==> config.mk <==
export PLATFORM = sky130hd
export DESIGN_NAME = axi_txn_limiter
export DESIGN_NICKNAME = d
export VERILOG_FILES = /design/src/rtl/axi_txn_limiter_pkg.sv /design/src/rtl/axi_txn_limiter_counter.sv /design/src/rtl/axi_txn_limiter.sv
export SDC_FILE = /design/constraint.sdc
export NUM_CORES = 1
export LEC_CHECK = 0
export BUFFER_PORTS_ARGS = -buffer_cell sky130_fd_sc_hd__buf_2
export CAP_MARGIN = 20
export CORE_AREA = 2 2 229 231
export DETAILED_ROUTE_END_ITERATION = 12
export DIE_AREA = 0 0 231 233
export PLACE_DENSITY_LB_ADDON = 0.1
export SKIP_CTS_REPAIR_TIMING = 1
export SYNTH_ARGS = -nofsm -noshare
export SYNTH_HDL_FRONTEND = slang
export SYNTH_SLANG_ARGS = --single-unit
==> constraint.sdc <==
create_clock -name aclk -period 1.8 [get_ports aclk]
set_input_delay 0.09 -clock aclk [delete_from_list [all_inputs] [get_ports aclk]]
set_output_delay 0.09 -clock aclk [all_outputs]
set_load 0.01 [all_outputs]
==> src/rtl/axi_txn_limiter_pkg.sv <==
// Shared types and constants for the AXI outstanding-transaction limiter.
package axi_txn_limiter_pkg;

  typedef enum logic [1:0] {RUN, DRAIN, IDLE} limiter_state_t;

  localparam logic [1:0] AXI_RESP_OKAY  = 2'b00;
  localparam logic [1:0] AXI_BURST_INCR = 2'b01;

  // Bits needed to hold values 0..n inclusive.
  function automatic int clog2p1(input int n);
    return $clog2(n + 1);
  endfunction

endpackage

==> src/rtl/axi_txn_limiter_counter.sv <==
// Saturating up/down transaction counter with terminal-value flags.
module txn_counter #(
  parameter int MAX = 4,
  parameter int W   = 3
) (
  input  logic         clk_i,
  input  logic         rst_n_i,
  input  logic         inc_i,
  input  logic         dec_i,
  output logic [W-1:0] count_o,
  output logic         at_max_o,
  output logic         is_zero_o,
  output logic         underflow_o
);

  logic [W-1:0] count_q, count_d;
  logic         dec_eff;

  assign count_o     = count_q;
  assign at_max_o    = (count_q == W'(MAX));
  assign is_zero_o   = (count_q == '0);
  assign underflow_o = dec_i & is_zero_o;
  // A decrement at zero is reported as underflow and otherwise ignored.
  assign dec_eff     = dec_i & ~is_zero_o;

  always_comb begin
    count_d = count_q;
    if (inc_i && !dec_eff && !at_max_o) begin
      count_d = count_q + 1'b1;
    end else if (dec_eff && !inc_i) begin
      count_d = count_q - 1'b1;
    end
  end

  always_ff @(posedge clk_i) begin
    if (!rst_n_i) begin
      count_q <= '0;
    end else begin
      count_q <= count_d;
    end
  end

endmodule

==> src/rtl/axi_txn_limiter.sv <==
// AXI4 pass-through that caps outstanding bursts, holds W until its AW is
// accepted, and offers a quiesce handshake for draining before reset.
module axi_txn_limiter
  import axi_txn_limiter_pkg::*;
#(
  parameter int ADDR_WIDTH = 32,
  parameter int DATA_WIDTH = 64,
  parameter int ID_WIDTH   = 4,
  parameter int MAX_WR     = 4,
  parameter int MAX_RD     = 4
) (
  input  logic                         aclk,
  input  logic                         aresetn,
  input  logic                         s_axi_awvalid,
  output logic                         s_axi_awready,
  input  logic [ADDR_WIDTH-1:0]        s_axi_awaddr,
  input  logic [ID_WIDTH-1:0]          s_axi_awid,
  input  logic [7:0]                   s_axi_awlen,
  input  logic [2:0]                   s_axi_awsize,
  input  logic [1:0]                   s_axi_awburst,
  input  logic                         s_axi_awlock,
  input  logic [3:0]                   s_axi_awcache,
  input  logic [2:0]                   s_axi_awprot,
  input  logic [3:0]                   s_axi_awqos,
  input  logic [3:0]                   s_axi_awregion,
  input  logic                         s_axi_wvalid,
  output logic                         s_axi_wready,
  input  logic [DATA_WIDTH-1:0]        s_axi_wdata,
  input  logic [DATA_WIDTH/8-1:0]      s_axi_wstrb,
  input  logic                         s_axi_wlast,
  output logic                         s_axi_bvalid,
  input  logic                         s_axi_bready,
  output logic [1:0]                   s_axi_bresp,
  output logic [ID_WIDTH-1:0]          s_axi_bid,
  input  logic                         s_axi_arvalid,
  output logic                         s_axi_arready,
  input  logic [ADDR_WIDTH-1:0]        s_axi_araddr,
  input  logic [ID_WIDTH-1:0]          s_axi_arid,
  input  logic [7:0]                   s_axi_arlen,
  input  logic [2:0]                   s_axi_arsize,
  input  logic [1:0]                   s_axi_arburst,
  input  logic                         s_axi_arlock,
  input  logic [3:0]                   s_axi_arcache,
  input  logic [2:0]                   s_axi_arprot,
  input  logic [3:0]                   s_axi_arqos,
  input  logic [3:0]                   s_axi_arregion,
  output logic                         s_axi_rvalid,
  input  logic                         s_axi_rready,
  output logic [DATA_WIDTH-1:0]        s_axi_rdata,
  output logic [1:0]                   s_axi_rresp,
  output logic [ID_WIDTH-1:0]          s_axi_rid,
  output logic                         s_axi_rlast,
  output logic                         m_axi_awvalid,
  input  logic                         m_axi_awready,
  output logic [ADDR_WIDTH-1:0]        m_axi_awaddr,
  output logic [ID_WIDTH-1:0]          m_axi_awid,
  output logic [7:0]                   m_axi_awlen,
  output logic [2:0]                   m_axi_awsize,
  output logic [1:0]                   m_axi_awburst,
  output logic                         m_axi_awlock,
  output logic [3:0]                   m_axi_awcache,
  output logic [2:0]                   m_axi_awprot,
  output logic [3:0]                   m_axi_awqos,
  output logic [3:0]                   m_axi_awregion,
  output logic                         m_axi_wvalid,
  input  logic                         m_axi_wready,
  output logic [DATA_WIDTH-1:0]        m_axi_wdata,
  output logic [DATA_WIDTH/8-1:0]      m_axi_wstrb,
  output logic                         m_axi_wlast,
  input  logic                         m_axi_bvalid,
  output logic                         m_axi_bready,
  input  logic [1:0]                   m_axi_bresp,
  input  logic [ID_WIDTH-1:0]          m_axi_bid,
  output logic                         m_axi_arvalid,
  input  logic                         m_axi_arready,
  output logic [ADDR_WIDTH-1:0]        m_axi_araddr,
  output logic [ID_WIDTH-1:0]          m_axi_arid,
  output logic [7:0]                   m_axi_arlen,
  output logic [2:0]                   m_axi_arsize,
  output logic [1:0]                   m_axi_arburst,
  output logic                         m_axi_arlock,
  output logic [3:0]                   m_axi_arcache,
  output logic [2:0]                   m_axi_arprot,
  output logic [3:0]                   m_axi_arqos,
  output logic [3:0]                   m_axi_arregion,
  input  logic                         m_axi_rvalid,
  output logic                         m_axi_rready,
  input  logic [DATA_WIDTH-1:0]        m_axi_rdata,
  input  logic [1:0]                   m_axi_rresp,
  input  logic [ID_WIDTH-1:0]          m_axi_rid,
  input  logic                         m_axi_rlast,
  input  logic                         quiesce_req,
  output logic                         quiesce_ack,
  output logic [$clog2(MAX_WR+1)-1:0]  wr_outstanding,
  output logic [$clog2(MAX_RD+1)-1:0]  rd_outstanding,
  output logic                         proto_err
);

  localparam int WR_W = clog2p1(MAX_WR);
  localparam int RD_W = clog2p1(MAX_RD);

  limiter_state_t  state_q;
  logic            quiesce_ack_q, proto_err_q;
  logic [WR_W-1:0] wr_cnt, wc_cnt;
  logic [RD_W-1:0] rd_cnt;
  logic            wr_at_max, wr_zero, wr_unf;
  logic            wc_at_max, wc_zero, wc_unf;
  logic            rd_at_max, rd_zero, rd_unf;
  logic            aw_allow, ar_allow, w_allow;
  logic            aw_hs, ar_hs, wl_hs, b_hs, rl_hs;
  logic            drained_next;

  // wc_at_max is redundant for legal traffic (credit never exceeds wr_cnt)
  // but keeps the credit counter from saturating if a slave responds early.
  assign aw_allow = (state_q == RUN) & ~wr_at_max & ~wc_at_max;
  assign ar_allow = (state_q == RUN) & ~rd_at_max;
  assign w_allow  = ~wc_zero;

  assign m_axi_awvalid  = s_axi_awvalid & aw_allow;
  assign s_axi_awready  = m_axi_awready & aw_allow;
  assign m_axi_awaddr   = s_axi_awaddr;
  assign m_axi_awid     = s_axi_awid;
  assign m_axi_awlen    = s_axi_awlen;
  assign m_axi_awsize   = s_axi_awsize;
  assign m_axi_awburst  = s_axi_awburst;
  assign m_axi_awlock   = s_axi_awlock;
  assign m_axi_awcache  = s_axi_awcache;
  assign m_axi_awprot   = s_axi_awprot;
  assign m_axi_awqos    = s_axi_awqos;
  assign m_axi_awregion = s_axi_awregion;

  assign m_axi_wvalid   = s_axi_wvalid & w_allow;
  assign s_axi_wready   = m_axi_wready & w_allow;
  assign m_axi_wdata    = s_axi_wdata;
  assign m_axi_wstrb    = s_axi_wstrb;
  assign m_axi_wlast    = s_axi_wlast;

  assign s_axi_bvalid   = m_axi_bvalid;
  assign m_axi_bready   = s_axi_bready;
  assign s_axi_bresp    = m_axi_bresp;
  assign s_axi_bid      = m_axi_bid;

  assign m_axi_arvalid  = s_axi_arvalid & ar_allow;
  assign s_axi_arready  = m_axi_arready & ar_allow;
  assign m_axi_araddr   = s_axi_araddr;
  assign m_axi_arid     = s_axi_arid;
  assign m_axi_arlen    = s_axi_arlen;
  assign m_axi_arsize   = s_axi_arsize;
  assign m_axi_arburst  = s_axi_arburst;
  assign m_axi_arlock   = s_axi_arlock;
  assign m_axi_arcache  = s_axi_arcache;
  assign m_axi_arprot   = s_axi_arprot;
  assign m_axi_arqos    = s_axi_arqos;
  assign m_axi_arregion = s_axi_arregion;

  assign s_axi_rvalid   = m_axi_rvalid;
  assign m_axi_rready   = s_axi_rready;
  assign s_axi_rdata    = m_axi_rdata;
  assign s_axi_rresp    = m_axi_rresp;
  assign s_axi_rid      = m_axi_rid;
  assign s_axi_rlast    = m_axi_rlast;

  assign aw_hs = m_axi_awvalid & m_axi_awready;
  assign ar_hs = m_axi_arvalid & m_axi_arready;
  assign wl_hs = m_axi_wvalid & m_axi_wready & m_axi_wlast;
  assign b_hs  = m_axi_bvalid & s_axi_bready;
  assign rl_hs = m_axi_rvalid & s_axi_rready & m_axi_rlast;

  txn_counter #(.MAX(MAX_WR), .W(WR_W)) u_wr_cnt (
    .clk_i(aclk), .rst_n_i(aresetn), .inc_i(aw_hs), .dec_i(b_hs),
    .count_o(wr_cnt), .at_max_o(wr_at_max), .is_zero_o(wr_zero), .underflow_o(wr_unf)
  );

  txn_counter #(.MAX(MAX_RD), .W(RD_W)) u_rd_cnt (
    .clk_i(aclk), .rst_n_i(aresetn), .inc_i(ar_hs), .dec_i(rl_hs),
    .count_o(rd_cnt), .at_max_o(rd_at_max), .is_zero_o(rd_zero), .underflow_o(rd_unf)
  );

  txn_counter #(.MAX(MAX_WR), .W(WR_W)) u_w_credit (
    .clk_i(aclk), .rst_n_i(aresetn), .inc_i(aw_hs), .dec_i(wl_hs),
    .count_o(wc_cnt), .at_max_o(wc_at_max), .is_zero_o(wc_zero), .underflow_o(wc_unf)
  );

  // Only consulted in DRAIN, where AW/AR are blocked, so no increments occur.
  assign drained_next = (wr_zero | ((wr_cnt == WR_W'(1)) & b_hs))
                      & (rd_zero | ((rd_cnt == RD_W'(1)) & rl_hs))
                      & (wc_zero | ((wc_cnt == WR_W'(1)) & wl_hs));

  always_ff @(posedge aclk) begin
    if (!aresetn) begin
      state_q       <= RUN;
      quiesce_ack_q <= 1'b0;
      proto_err_q   <= 1'b0;
    end else begin
      if (wr_unf || rd_unf || wc_unf) begin
        proto_err_q <= 1'b1;
      end
      case (state_q)
        RUN: begin
          if (quiesce_req) state_q <= DRAIN;
        end
        DRAIN: begin
          if (!quiesce_req) begin
            state_q <= RUN;
          end else if (drained_next) begin
            state_q       <= IDLE;
            quiesce_ack_q <= 1'b1;
          end
        end
        IDLE: begin
          if (!quiesce_req) begin
            state_q       <= RUN;
            quiesce_ack_q <= 1'b0;
          end
        end
        default: begin
          state_q       <= RUN;
          quiesce_ack_q <= 1'b0;
        end
      endcase
    end
  end

  assign quiesce_ack    = quiesce_ack_q;
  assign proto_err      = proto_err_q;
  assign wr_outstanding = wr_cnt;
  assign rd_outstanding = rd_cnt;

endmodule

==> flow_metrics.tcl <==
set metrics [dict create \
    path_cells "inv_1 -> ha_2 -> a22oi_2 -> buf_4 -> and2_2 -> buf_4 -> buf_2" \
    die_y_um 233 \
    die-area_sq_mm 0.0538 \
    drc_errors 0 \
    worstPathMaxFanout 3 \
    synth_enable_flop_cells 0 \
    synth-seq-cells 13 \
    wl_per_cell_um 12.7 \
    fmax_mhz 603 \
    synth_area_leaders "buf_4 68%, dfxtp_1 8.3%, ha_1 4.8%" \
    die_w_um 231 \
    cts_buffers 3 \
    syn_avg_cell_area_sq_um 7.77 \
    synth_nets 708 \
    ant_nets 0 \
    arrival_ns 1.57 \
    critPathRequiredTime_ns 1.71 \
    grt_overflow 0 \
    fp.coreArea_sq_mm 0.0511 \
    cp-start-kind "flop" \
    yosysMostFrequentCell "buf_4" \
    slew_headroom_pct 73.1 \
    cts_buffer_depth 2 \
    num_rows 83 \
    cts-root-buf "clkbuf_16" \
    place_hpwl_um 9180 \
    status "finished clean" \
    netlist-cell-type-count 37 \
    nets 480 \
    grt_max_degree 10 \
    via_per_inst 1.80 \
    worstSkewPairLatency_ns 0.25 \
    yosys.area.top_type "buf_4" \
    netlist_area_sq_mm 0.00313 \
    max_slew.worst_pin.slew_ns 0.401 \
    cpMostUsedCell "buf_4" \
    finalCriticalPeriod_ns 1.66 \
    yosys_warnings 0 \
    cts.clk_slew.worst_paths_ns 0.05 \
    track_usage_pct 3.73 \
    endpoint_kind "primary output" \
    h-tree-depth 1 \
    ir_drop_mv 0.219 \
    crit_type "reg2out" \
    ys_seq_area_share_pct 8.31 \
    initial_core_util_pct 6.13 \
    rsz0062_at_grt "false" \
    cp_slowest_cell "dfxtp_1" \
    drt_first_pass_iters 4 \
    slew_violations 0 \
    multi_input_area_sq_um 713 \
    drive_gt1_share_pct 36.8 \
    gp_congestion 0.622 \
    async_flop_share_pct 0 \
    synth_top_area_share_pct 68.1 \
    grt_pass1_wl_um 13600 \
    setup_violations 0 \
    fin_area_sq_mm 0.00225 \
    power_density_mw_per_mm2 770 \
    seq_area_sq_um 260 \
    fin_skew_ns 0.00374 \
    worst_slack_ns 0.143 \
    p_leak_nw 0.730 \
    fillers 6070 \
    io_pins 591 \
    antenna_found_initial 3 \
    port_buffers 34 \
    area_delta_synth_final_pct -28.3 \
    num_vias 1541 \
    cts_tree "yes" \
    syn_inst 403 \
    cpPeakStageDelay_ns 0.32 \
    drt_wl_total_um 10800 \
    dp.cells 850 \
    num_antenna_cells 0 \
    hold_viol 0 \
    place_area_sq_mm 0.00215 \
    dp_slack_ns 0.0629 \
    hold_class "in2reg" \
    drtIter0Drc 32 \
    instances_no_fill 854 \
    synthFlopType "dfxtp_1" \
    period_share_pct 92.1 \
    clock_sinks 13 \
    synth_commonest_cells "284 x buf_4, 13 x dfxtp_1, 13 x nand2_1, 12 x ha_1, 10 x inv_1" \
    maxCapViolCount 0 \
    first_global_vias 1721 \
]
-- cell type report --
| class | count | area share [%] |
|---|---|---|
| clock buffer | 4 | 3.51 |
| inverter | 10 | 1.67 |
| multi-input combinational | 95 | 31.8 |
| sequential | 13 | 11.6 |
| tap | 680 | 37.9 |
| timing repair buffer | 52 | 13.6 |
-- metrics by stage --
stage | total power, mW | setup TNS [ns] | hold slack [ns] | utilization, %
after floorplan | 1.52 | 0 | 0.242 | -
after CTS | 1.79 | -0.105 | 0.125 | 4.37
final | 1.73 | 0 | 0.131 | 4.40
after detailed placement | 1.31 | 0 | 0.180 | 4.21
after global placement | 1.33 | 0 | 0.180 | 4.21
after global routing | 1.90 | 0 | 0.156 | 4.40
-- critical path, delay by kind of cell, from the launching register on --
kind | cells | cell delay, ns
adder cells (fa/ha/maj) | 1 | 0.20
buffers and inverters | 4 | 0.43
AND/OR/NAND/NOR | 1 | 0.18
AO/OA/AOI/OAI | 1 | 0.18
flip-flops | 1 | 0.32
-- where the power goes --
group          internal (mW)  total, mW  switching, mW
Clock                  0.301      0.451          0.150
Sequential             0.344      0.387         0.0437
Combinational          0.417      0.890          0.473
Total                   1.06       1.73          0.666
-- sequential cells by signal, indices dropped and copies added, names as in the netlist --
signal              count
u_rd_cnt.count_o        3
u_w_credit.count_o      3
proto_err               1
quiesce_ack             1
state_q                 2
u_wr_cnt.count_o        3
-- cell usage in the layout, fill, tap and decap left out, types with 3 or more instances in the layout --
master	instances
o21ai_0	4
a31oi_1	3
clkbuf_16	3
nor2_1	5
inv_1	10
nand2b_1	6
ha_1	10
buf_4	18
dfxtp_1	13
nand2_1	13
a21o_1	4
mux2i_1	8
buf_2	34
nor3_1	3
and2_1	3
nor2b_1	3
nand3_1	4
-- logic make-up after synthesis --
logic type	count (synthesis)	synth area share, %
flip-flops	13	8.31
multiplexers	8	2.56
buffers and inverters	295	69.4
XOR/XNOR	1	0.280
adder cells (fa/ha/maj)	12	4.79
AO/OA/AOI/OAI	26	6.07
AND/OR/NAND/NOR	48	8.59
-- path summary, 6_finish.rpt --
| check | to | cells past startpoint | start | slack (ns) |
|---|---|---|---|---|
| min | state_q[0]$_SDFFE_PN0P_ | 3 | quiesce_req | 0.13 |
| min reg2reg | quiesce_ack$_SDFFE_PN0P_ | 2 | quiesce_ack$_SDFFE_PN0P_ | 0.46 |
| max | m_axi_awvalid | 7 | u_wr_cnt.count_o[0]$_SDFFE_PN0P_ | 0.14 |
| max reg2reg | u_rd_cnt.count_o[2]$_SDFFE_PN0P_ | 7 | u_rd_cnt.count_o[0]$_SDFFE_PN0P_ | 0.15 |
-- layer usage --
layer | part of all wire, % | wire length (um) | up-vias | track usage [%]
met5 | 0.21 | 23 | - | 0
met4 | 13 | 1420 | 4 | 5.48
met3 | 21 | 2220 | 145 | 3.16
met2 | 47 | 5090 | 264 | 5.97
met1 | 19 | 2050 | 587 | 1.97
li1 | - | - | 541 | -
Note: power is estimated with default switching activity, not from simulation.
